<file path="config.mk">
export PLATFORM = sky130hd
export DESIGN_NAME = tx_qam_pipe
export DESIGN_NICKNAME = d
export VERILOG_FILES = /design/src/rtl/tx_qam_pipe.sv
export SDC_FILE = /design/constraint.sdc
export NUM_CORES = 1
export LEC_CHECK = 0
export BUFFER_PORTS_ARGS = -buffer_cell sky130_fd_sc_hd__buf_4
export CORE_MARGIN = 3
export CORE_UTILIZATION = 51
export CTS_BUF_LIST = sky130_fd_sc_hd__clkbuf_8
export CTS_CLUSTER_SIZE = 10
export DETAILED_ROUTE_END_ITERATION = 12
export HOLD_SLACK_MARGIN = 0.06
export PLACE_DENSITY = 0.78
export SYNTH_ARGS = -nofsm -noshare
export SYNTH_HDL_FRONTEND = slang
export SYNTH_SLANG_ARGS = --single-unit
export TNS_END_PERCENT = 30
</file>
<file path="constraint.sdc">
create_clock -name sys_clk -period 4.8 [get_ports sys_clk]
set_clock_uncertainty 0.05 [all_clocks]
set_input_delay 0.24 -clock sys_clk [delete_from_list [all_inputs] [get_ports sys_clk]]
set_output_delay 0.24 -clock sys_clk [all_outputs]
set_load 0.005 [all_outputs]
</file>
<file path="src/rtl/tx_qam_pipe.sv">
// rtl/tx_qam_pipe.sv - PN source, K=3 rate-1/2 encoder and BPSK/QPSK/16QAM mapper
//
// Ports:
//   sys_clk                    clock, all state on rising edge
//   reset                      synchronous, active-high
//   start / stop               begin run (IDLE only) / end run (RUN only)
//   mode[1:0]                  00 BPSK, 01 QPSK, 10 16QAM, 11 QPSK; latched at start
//   has_error                  negate I on every ERR_PERIOD-th formed symbol
//   out_ready                  downstream accepts the current symbol
//   out_valid                  channel_outI/Q hold a symbol
//   channel_outI/channel_outQ  signed OUT_W symbol levels
//   busy                       high whenever not IDLE

module tx_qam_pipe #(
  parameter int                  LFSR_LEN   = 7,
  parameter logic [LFSR_LEN-1:0] LFSR_TAPS  = 7'b1100000,
  parameter logic [LFSR_LEN-1:0] SEED       = '1,
  parameter int                  OUT_W      = 4,
  parameter int                  ERR_PERIOD = 16
) (
  input  logic                    sys_clk,
  input  logic                    reset,
  input  logic                    start,
  input  logic                    stop,
  input  logic [1:0]              mode,
  input  logic                    has_error,
  input  logic                    out_ready,
  output logic                    out_valid,
  output logic signed [OUT_W-1:0] channel_outI,
  output logic signed [OUT_W-1:0] channel_outQ,
  output logic                    busy
);

  localparam logic [1:0] ST_IDLE  = 2'd0;
  localparam logic [1:0] ST_RUN   = 2'd1;
  localparam logic [1:0] ST_TAIL  = 2'd2;
  localparam logic [1:0] ST_DRAIN = 2'd3;

  // An all-zero seed would lock the PN register, so it is replaced by 1.
  localparam logic [LFSR_LEN-1:0] SEED_LOAD = (SEED == '0) ? LFSR_LEN'(1) : SEED;

  localparam int               CNT_W    = (ERR_PERIOD > 1) ? $clog2(ERR_PERIOD) : 1;
  localparam logic [CNT_W-1:0] ERR_LAST = CNT_W'(ERR_PERIOD - 1);

  localparam logic signed [OUT_W-1:0] LV_P1 = OUT_W'(1);
  localparam logic signed [OUT_W-1:0] LV_M1 = OUT_W'(-1);
  localparam logic signed [OUT_W-1:0] LV_P3 = OUT_W'(3);
  localparam logic signed [OUT_W-1:0] LV_M3 = OUT_W'(-3);

  logic [1:0]          state;
  logic [1:0]          mode_q;
  logic [LFSR_LEN-1:0] lfsr;
  logic                s0;
  logic                s1;
  logic [7:0]          bit_buf;   // bit 0 is the oldest bit; bits at or above count are always 0
  logic [3:0]          count;
  logic                tail_cnt;
  logic [CNT_W-1:0]    sym_cnt;

  logic [3:0]              k;
  logic                    enc_en;
  logic                    m;
  logic                    fb;
  logic                    c0;
  logic                    c1;
  logic                    form;
  logic [3:0]              take;
  logic [3:0]              count_pop;
  logic [7:0]              buf_pop;
  logic [9:0]              push_vec;
  logic [7:0]              buf_next;
  logic [3:0]              count_next;
  logic signed [OUT_W-1:0] sym_raw;
  logic signed [OUT_W-1:0] sym_i;
  logic signed [OUT_W-1:0] sym_q;

  function automatic logic signed [OUT_W-1:0] gray_lvl(input logic first, input logic second);
    case ({first, second})
      2'b00:   return LV_M3;
      2'b01:   return LV_M1;
      2'b11:   return LV_P1;
      default: return LV_P3;
    endcase
  endfunction

  always_comb begin
    case (mode_q)
      2'b00:   k = 4'd1;
      2'b10:   k = 4'd4;
      default: k = 4'd2;
    endcase
  end

  always_comb begin
    enc_en = ((state == ST_RUN) || (state == ST_TAIL)) && (count <= 4'd6);
    m      = (state == ST_TAIL) ? 1'b0 : lfsr[LFSR_LEN-1];
    fb     = ^(lfsr & LFSR_TAPS);
    c0     = m ^ s0 ^ s1;
    c1     = m ^ s1;
    // In DRAIN a short remainder is emitted; the zero bits above count act as padding.
    form   = (state != ST_IDLE) && (!out_valid || out_ready) &&
             ((count >= k) || ((state == ST_DRAIN) && (count != 4'd0)));
    take   = form ? ((count >= k) ? k : count) : 4'd0;
    // Pop first, then append the new pair behind whatever remains.
    count_pop  = count - take;
    buf_pop    = bit_buf >> take;
    push_vec   = {8'd0, c1, c0} << count_pop;
    buf_next   = enc_en ? (buf_pop | push_vec[7:0]) : buf_pop;
    count_next = count_pop + (enc_en ? 4'd2 : 4'd0);
  end

  always_comb begin
    sym_raw = LV_M1;
    sym_q   = '0;
    case (mode_q)
      2'b00: begin
        sym_raw = bit_buf[0] ? LV_P1 : LV_M1;
        sym_q   = '0;
      end
      2'b10: begin
        sym_raw = gray_lvl(bit_buf[0], bit_buf[1]);
        sym_q   = gray_lvl(bit_buf[2], bit_buf[3]);
      end
      default: begin
        sym_raw = bit_buf[0] ? LV_P1 : LV_M1;
        sym_q   = bit_buf[1] ? LV_P1 : LV_M1;
      end
    endcase
    sym_i = (has_error && (sym_cnt == ERR_LAST)) ? -sym_raw : sym_raw;
  end

  always_ff @(posedge sys_clk) begin
    if (reset) begin
      state        <= ST_IDLE;
      mode_q       <= 2'b01;
      lfsr         <= SEED_LOAD;
      s0           <= 1'b0;
      s1           <= 1'b0;
      bit_buf      <= '0;
      count        <= '0;
      tail_cnt     <= 1'b0;
      sym_cnt      <= '0;
      out_valid    <= 1'b0;
      channel_outI <= '0;
      channel_outQ <= '0;
    end else begin
      case (state)
        ST_IDLE: begin
          if (start) begin
            state    <= ST_RUN;
            mode_q   <= mode;
            lfsr     <= SEED_LOAD;
            s0       <= 1'b0;
            s1       <= 1'b0;
            bit_buf  <= '0;
            count    <= '0;
            tail_cnt <= 1'b0;
            sym_cnt  <= '0;
          end
        end
        ST_RUN: begin
          if (stop) state <= ST_TAIL;
        end
        ST_TAIL: begin
          // Leave after the second flushing step actually executes.
          if (enc_en && tail_cnt) state <= ST_DRAIN;
        end
        default: begin
          if ((count == 4'd0) && (!out_valid || out_ready)) state <= ST_IDLE;
        end
      endcase

      if (state != ST_IDLE) begin
        bit_buf <= buf_next;
        count   <= count_next;
        if (enc_en) begin
          s1 <= s0;
          s0 <= m;
          if (state == ST_RUN)  lfsr     <= {lfsr[LFSR_LEN-2:0], fb};
          if (state == ST_TAIL) tail_cnt <= 1'b1;
        end
      end

      if (form) begin
        out_valid    <= 1'b1;
        channel_outI <= sym_i;
        channel_outQ <= sym_q;
        sym_cnt      <= (sym_cnt == ERR_LAST) ? '0 : sym_cnt + 1'b1;
      end else if (out_ready) begin
        out_valid <= 1'b0;
      end
    end
  end

  assign busy = (state != ST_IDLE);

endmodule

</file>
==> metrics.yaml <==
start_util_pct: 54.4
die_area_sq_um: 5640
grt_pass1_wl_um: 9380
synth_area_sq_um: 2440
antenna_found_initial: 0
r2r_start: "mode_q[1]$_SDFFE_PP0P_"
worst_pin_slew_ns: 0.881
r2r_setup_slack_ns: 0.55
cts_buffer_depth: 2
dp_hpwl_um: 3890
drc_errors: 0
synth_nets: 324
wire_per_inst_um: 15.2
syn_inst: 297
dp_worst_setup_slack_ns: 0.677
dp_cells: 355
initialDrtViolationCount: 212
nets: 337
portBuffers: 17
critPathRequiredTime_ns: 4.94
hold_depth: 3
drt-total-wl_um: 5530
power_density_nw_per_um2: 671
rr_worst_depth: 14
crit_path_start_kind: "flop"
crit_chain: "nor2b_1 > inv_1 > ha_1 > a211oi_4 > o21a_4 > mux2_4 > nor3_4 > inv_1 > fa_1 > xnor2_1 > or2_2 > o22ai_1 > a22oi_1 > o32ai_1"
place.gp.congestion: 0.994
coreArea_sq_um: 4470
setup_slack_ns: 0.548
hp-class: "input pin to flop"
clk_pin_slew_worst_paths_ns: 0.07
num_rows: 24
post_synth.cell_area_avg_sq_um: 8.20
syn_to_final_growth_pct: 10.1
timing.final.crit_share_pct: 88.6
grt_usage_pct: 21.4
reg2reg_to: "bit_buf[4]$_SDFFE_PP0N_"
slowest_stage: "fa_1"
ys_warn_count: 0
grt_pass1_vias: 2026
post_cts_resized: 0
die_x_um: 75.1
ios: 18
crit_path_max_incr_delay_ns: 0.48
peakVddDrop_mv: 0.451
placed_area_sq_um: 2560
power_leakage_nw: 1.12
cts_setup_buffers: 0
routed_via_density: 6.09
path_class: "flop to flop"
synthFlopType: "dfxtp_1"
clkSinkCount: 37
cts-root-buf: "clkbuf_8"
report.final.slew_viol_count: 0
grt_max_degree: 29
ys_types: 54
antenna_cells: 0
ys_seq_area_share_pct: 30.4
cpMostUsedCell: "inv_1"
synth-edff-count: 0
final.fill_count: 389
grt_setup_unrepaired: "no"
tritoncts: "yes"
fp.dieH_um: 75.1
whs_endpoint: "mode_q[0]$_SDFFE_PP1P_"
path_max_fanout: 7
maxCapViolCount: 0
fin_cells: 363
final_area_sq_um: 2680
setup_viol: 0
cts_hold_buf: 0
status: "complete, no violations"
gr-total-overflow: 0
worst_setup_path_end_kind: "flop"
synthArstFlopShare_pct: 0
synth-seq-cells: 37
max_freq_ghz: 0.235
tns_ns: 0
period_minus_slack_ns: 4.25
hold_viol: 0
drive_gt1_share_pct: 12.5
cts_max_level: 2
maxSlewHeadroom_pct: 41.3
cts_buffers: 5
antenna_left: 0
drtPass1Iterations: 4
min_from: "mode[0]"
clk-insertion-delay-late_ns: 0.30
arrival_ns: 4.39
vias: 2212
-- cell families (layout without fill, tap and decap cells) --
| kind of cell | Yosys count | count (layout) | share of synthesized area (%) |
|---|---|---|---|
| buffers and inverters | 33 | 47 | 6.57 |
| adders and majority gates | 19 | 19 | 10.1 |
| xor gates and xnor gates | 10 | 10 | 3.60 |
| and+or+nand+nor | 108 | 108 | 21.1 |
| DFF | 37 | 37 | 30.4 |
| AOI/OAI and AO/OA | 73 | 73 | 19.8 |
| muxes | 17 | 17 | 8.47 |
-- state kept, by name (all words and copies together) (netlist names) --
signal	flops
channel_outI	3
tail_cnt	1
out_valid	1
state	2
channel_outQ	3
s0	1
s1	1
bit_buf	8
sym_cnt	4
mode_q	2
count	4
lfsr	7
-- layout by cell type (no fill, tap or decap), types with 2 or more instances in the layout --
master / netlist / final
a211oi_1: 6 / 6
a21o_1: 2 / 2
a21oi_1: 24 / 24
a311oi_1: 5 / 5
a31oi_1: 6 / 6
and3_1: 3 / 3
buf_4: 2 / 20
clkbuf_8: 0 / 6
dfxtp_1: 37 / 37
ha_1: 18 / 18
inv_1: 18 / 18
mux2_2: 2 / 2
mux2i_1: 12 / 12
nand2_1: 24 / 24
nand2b_1: 4 / 4
nand3_1: 8 / 8
nor2_1: 37 / 37
nor2b_1: 4 / 4
nor3_1: 13 / 13
nor3b_1: 3 / 3
nor4_1: 3 / 3
o21ai_0: 14 / 14
o21ai_1: 2 / 2
o22ai_1: 2 / 2
or3_1: 2 / 2
xnor2_1: 6 / 6
xor2_1: 4 / 4
-- Yosys cell counts, types with 2 or more instances --
cell	number	area [sq um]
dfxtp_1	37	741
nor2_1	37	139
a21oi_1	24	120
nand2_1	24	90.1
ha_1	18	225
inv_1	18	67.6
o21ai_0	14	70.1
nor3_1	13	65.1
mux2i_1	12	120
nand3_1	8	40.0
clkbuf_1	7	26.3
a211oi_1	6	45.0
a31oi_1	6	37.5
xnor2_1	6	52.6
a311oi_1	5	43.8
nand2b_1	4	25.0
nor2b_1	4	25.0
xor2_1	4	35.0
and3_1	3	18.8
buf_6	3	33.8
nor3b_1	3	22.5
nor4_1	3	18.8
a21o_1	2	15.0
buf_4	2	15.0
mux2_2	2	22.5
o21ai_1	2	10.0
o22ai_1	2	12.5
or3_1	2	12.5
-- worst max path at each step --
stage / start / endpoint / slack [ns]
finish: mode_q[1]$_SDFFE_PP0P_ / bit_buf[4]$_SDFFE_PP0N_ / 0.55
global route: mode_q[1]$_SDFFE_PP0P_ / bit_buf[4]$_SDFFE_PP0N_ / 0.24
CTS: mode_q[1]$_SDFFE_PP0P_ / bit_buf[4]$_SDFFE_PP0N_ / 0.59
detailed placement: mode_q[1]$_SDFFE_PP0P_ / count[3]$_SDFFE_PP0N_ / 0.68
global placement: mode_q[1]$_SDFFE_PP0P_ / count[3]$_SDFFE_PP0N_ / 0.74
floorplan: mode_q[1]$_SDFFE_PP0P_ / bit_buf[0]$_SDFFE_PP0N_ / 1.02
-- power by group --
group	switching (mW)	total, mW	internal (mW)
combinational	0.585	1.03	0.440
sequential	0.0947	0.489	0.395
clock	0.117	0.286	0.169
-- layer usage --
layer  GRT usage (%)  share of wire (%)  vias to the layer above
met1            28.2                 45                     1066
met3            4.14                4.1                       17
met4            7.91                2.5                        0
met5               0                  0                        -
li1                -                  -                     1078
met2            34.7                 49                       51
-- area by class of cell --
cell class / instances / area, sq um / area share [%]
multi-input cells: 227 / 1540 / 57.2
flip-flops and latches: 37 / 741 / 27.6
repair buffers: 20 / 150 / 5.60
clock buffers: 6 / 82.6 / 3.08
inverters: 19 / 71.3 / 2.66
well taps: 52 / 65.1 / 2.43
clock inverters: 2 / 37.5 / 1.40
-- stage by stage --
step | hold slack [ns] | utilization (%) | total power [mW]
2_1_floorplan | 0.326 | - | 1.28
3_5_place_dp | 0.417 | 57.3 | 1.50
5_1_grt | 0.168 | 60.0 | 1.95
6_report | 0.141 | 60.0 | 1.80
4_1_cts | 0.130 | 60.0 | 1.80
3_3_place_gp | 0.407 | 57.3 | 1.47
-- critical path, delay by kind of cell, from the launching register on --
family	cells	cell delay, ns
mux	1	0.32
compound gates	5	1.12
flops	1	0.39
xor+xnor	1	0.17
simple gates	3	0.94
buf+inv	2	0.34
fa+ha+maj	2	0.83
No activity file was read; power rests on OpenSTA's default activity.
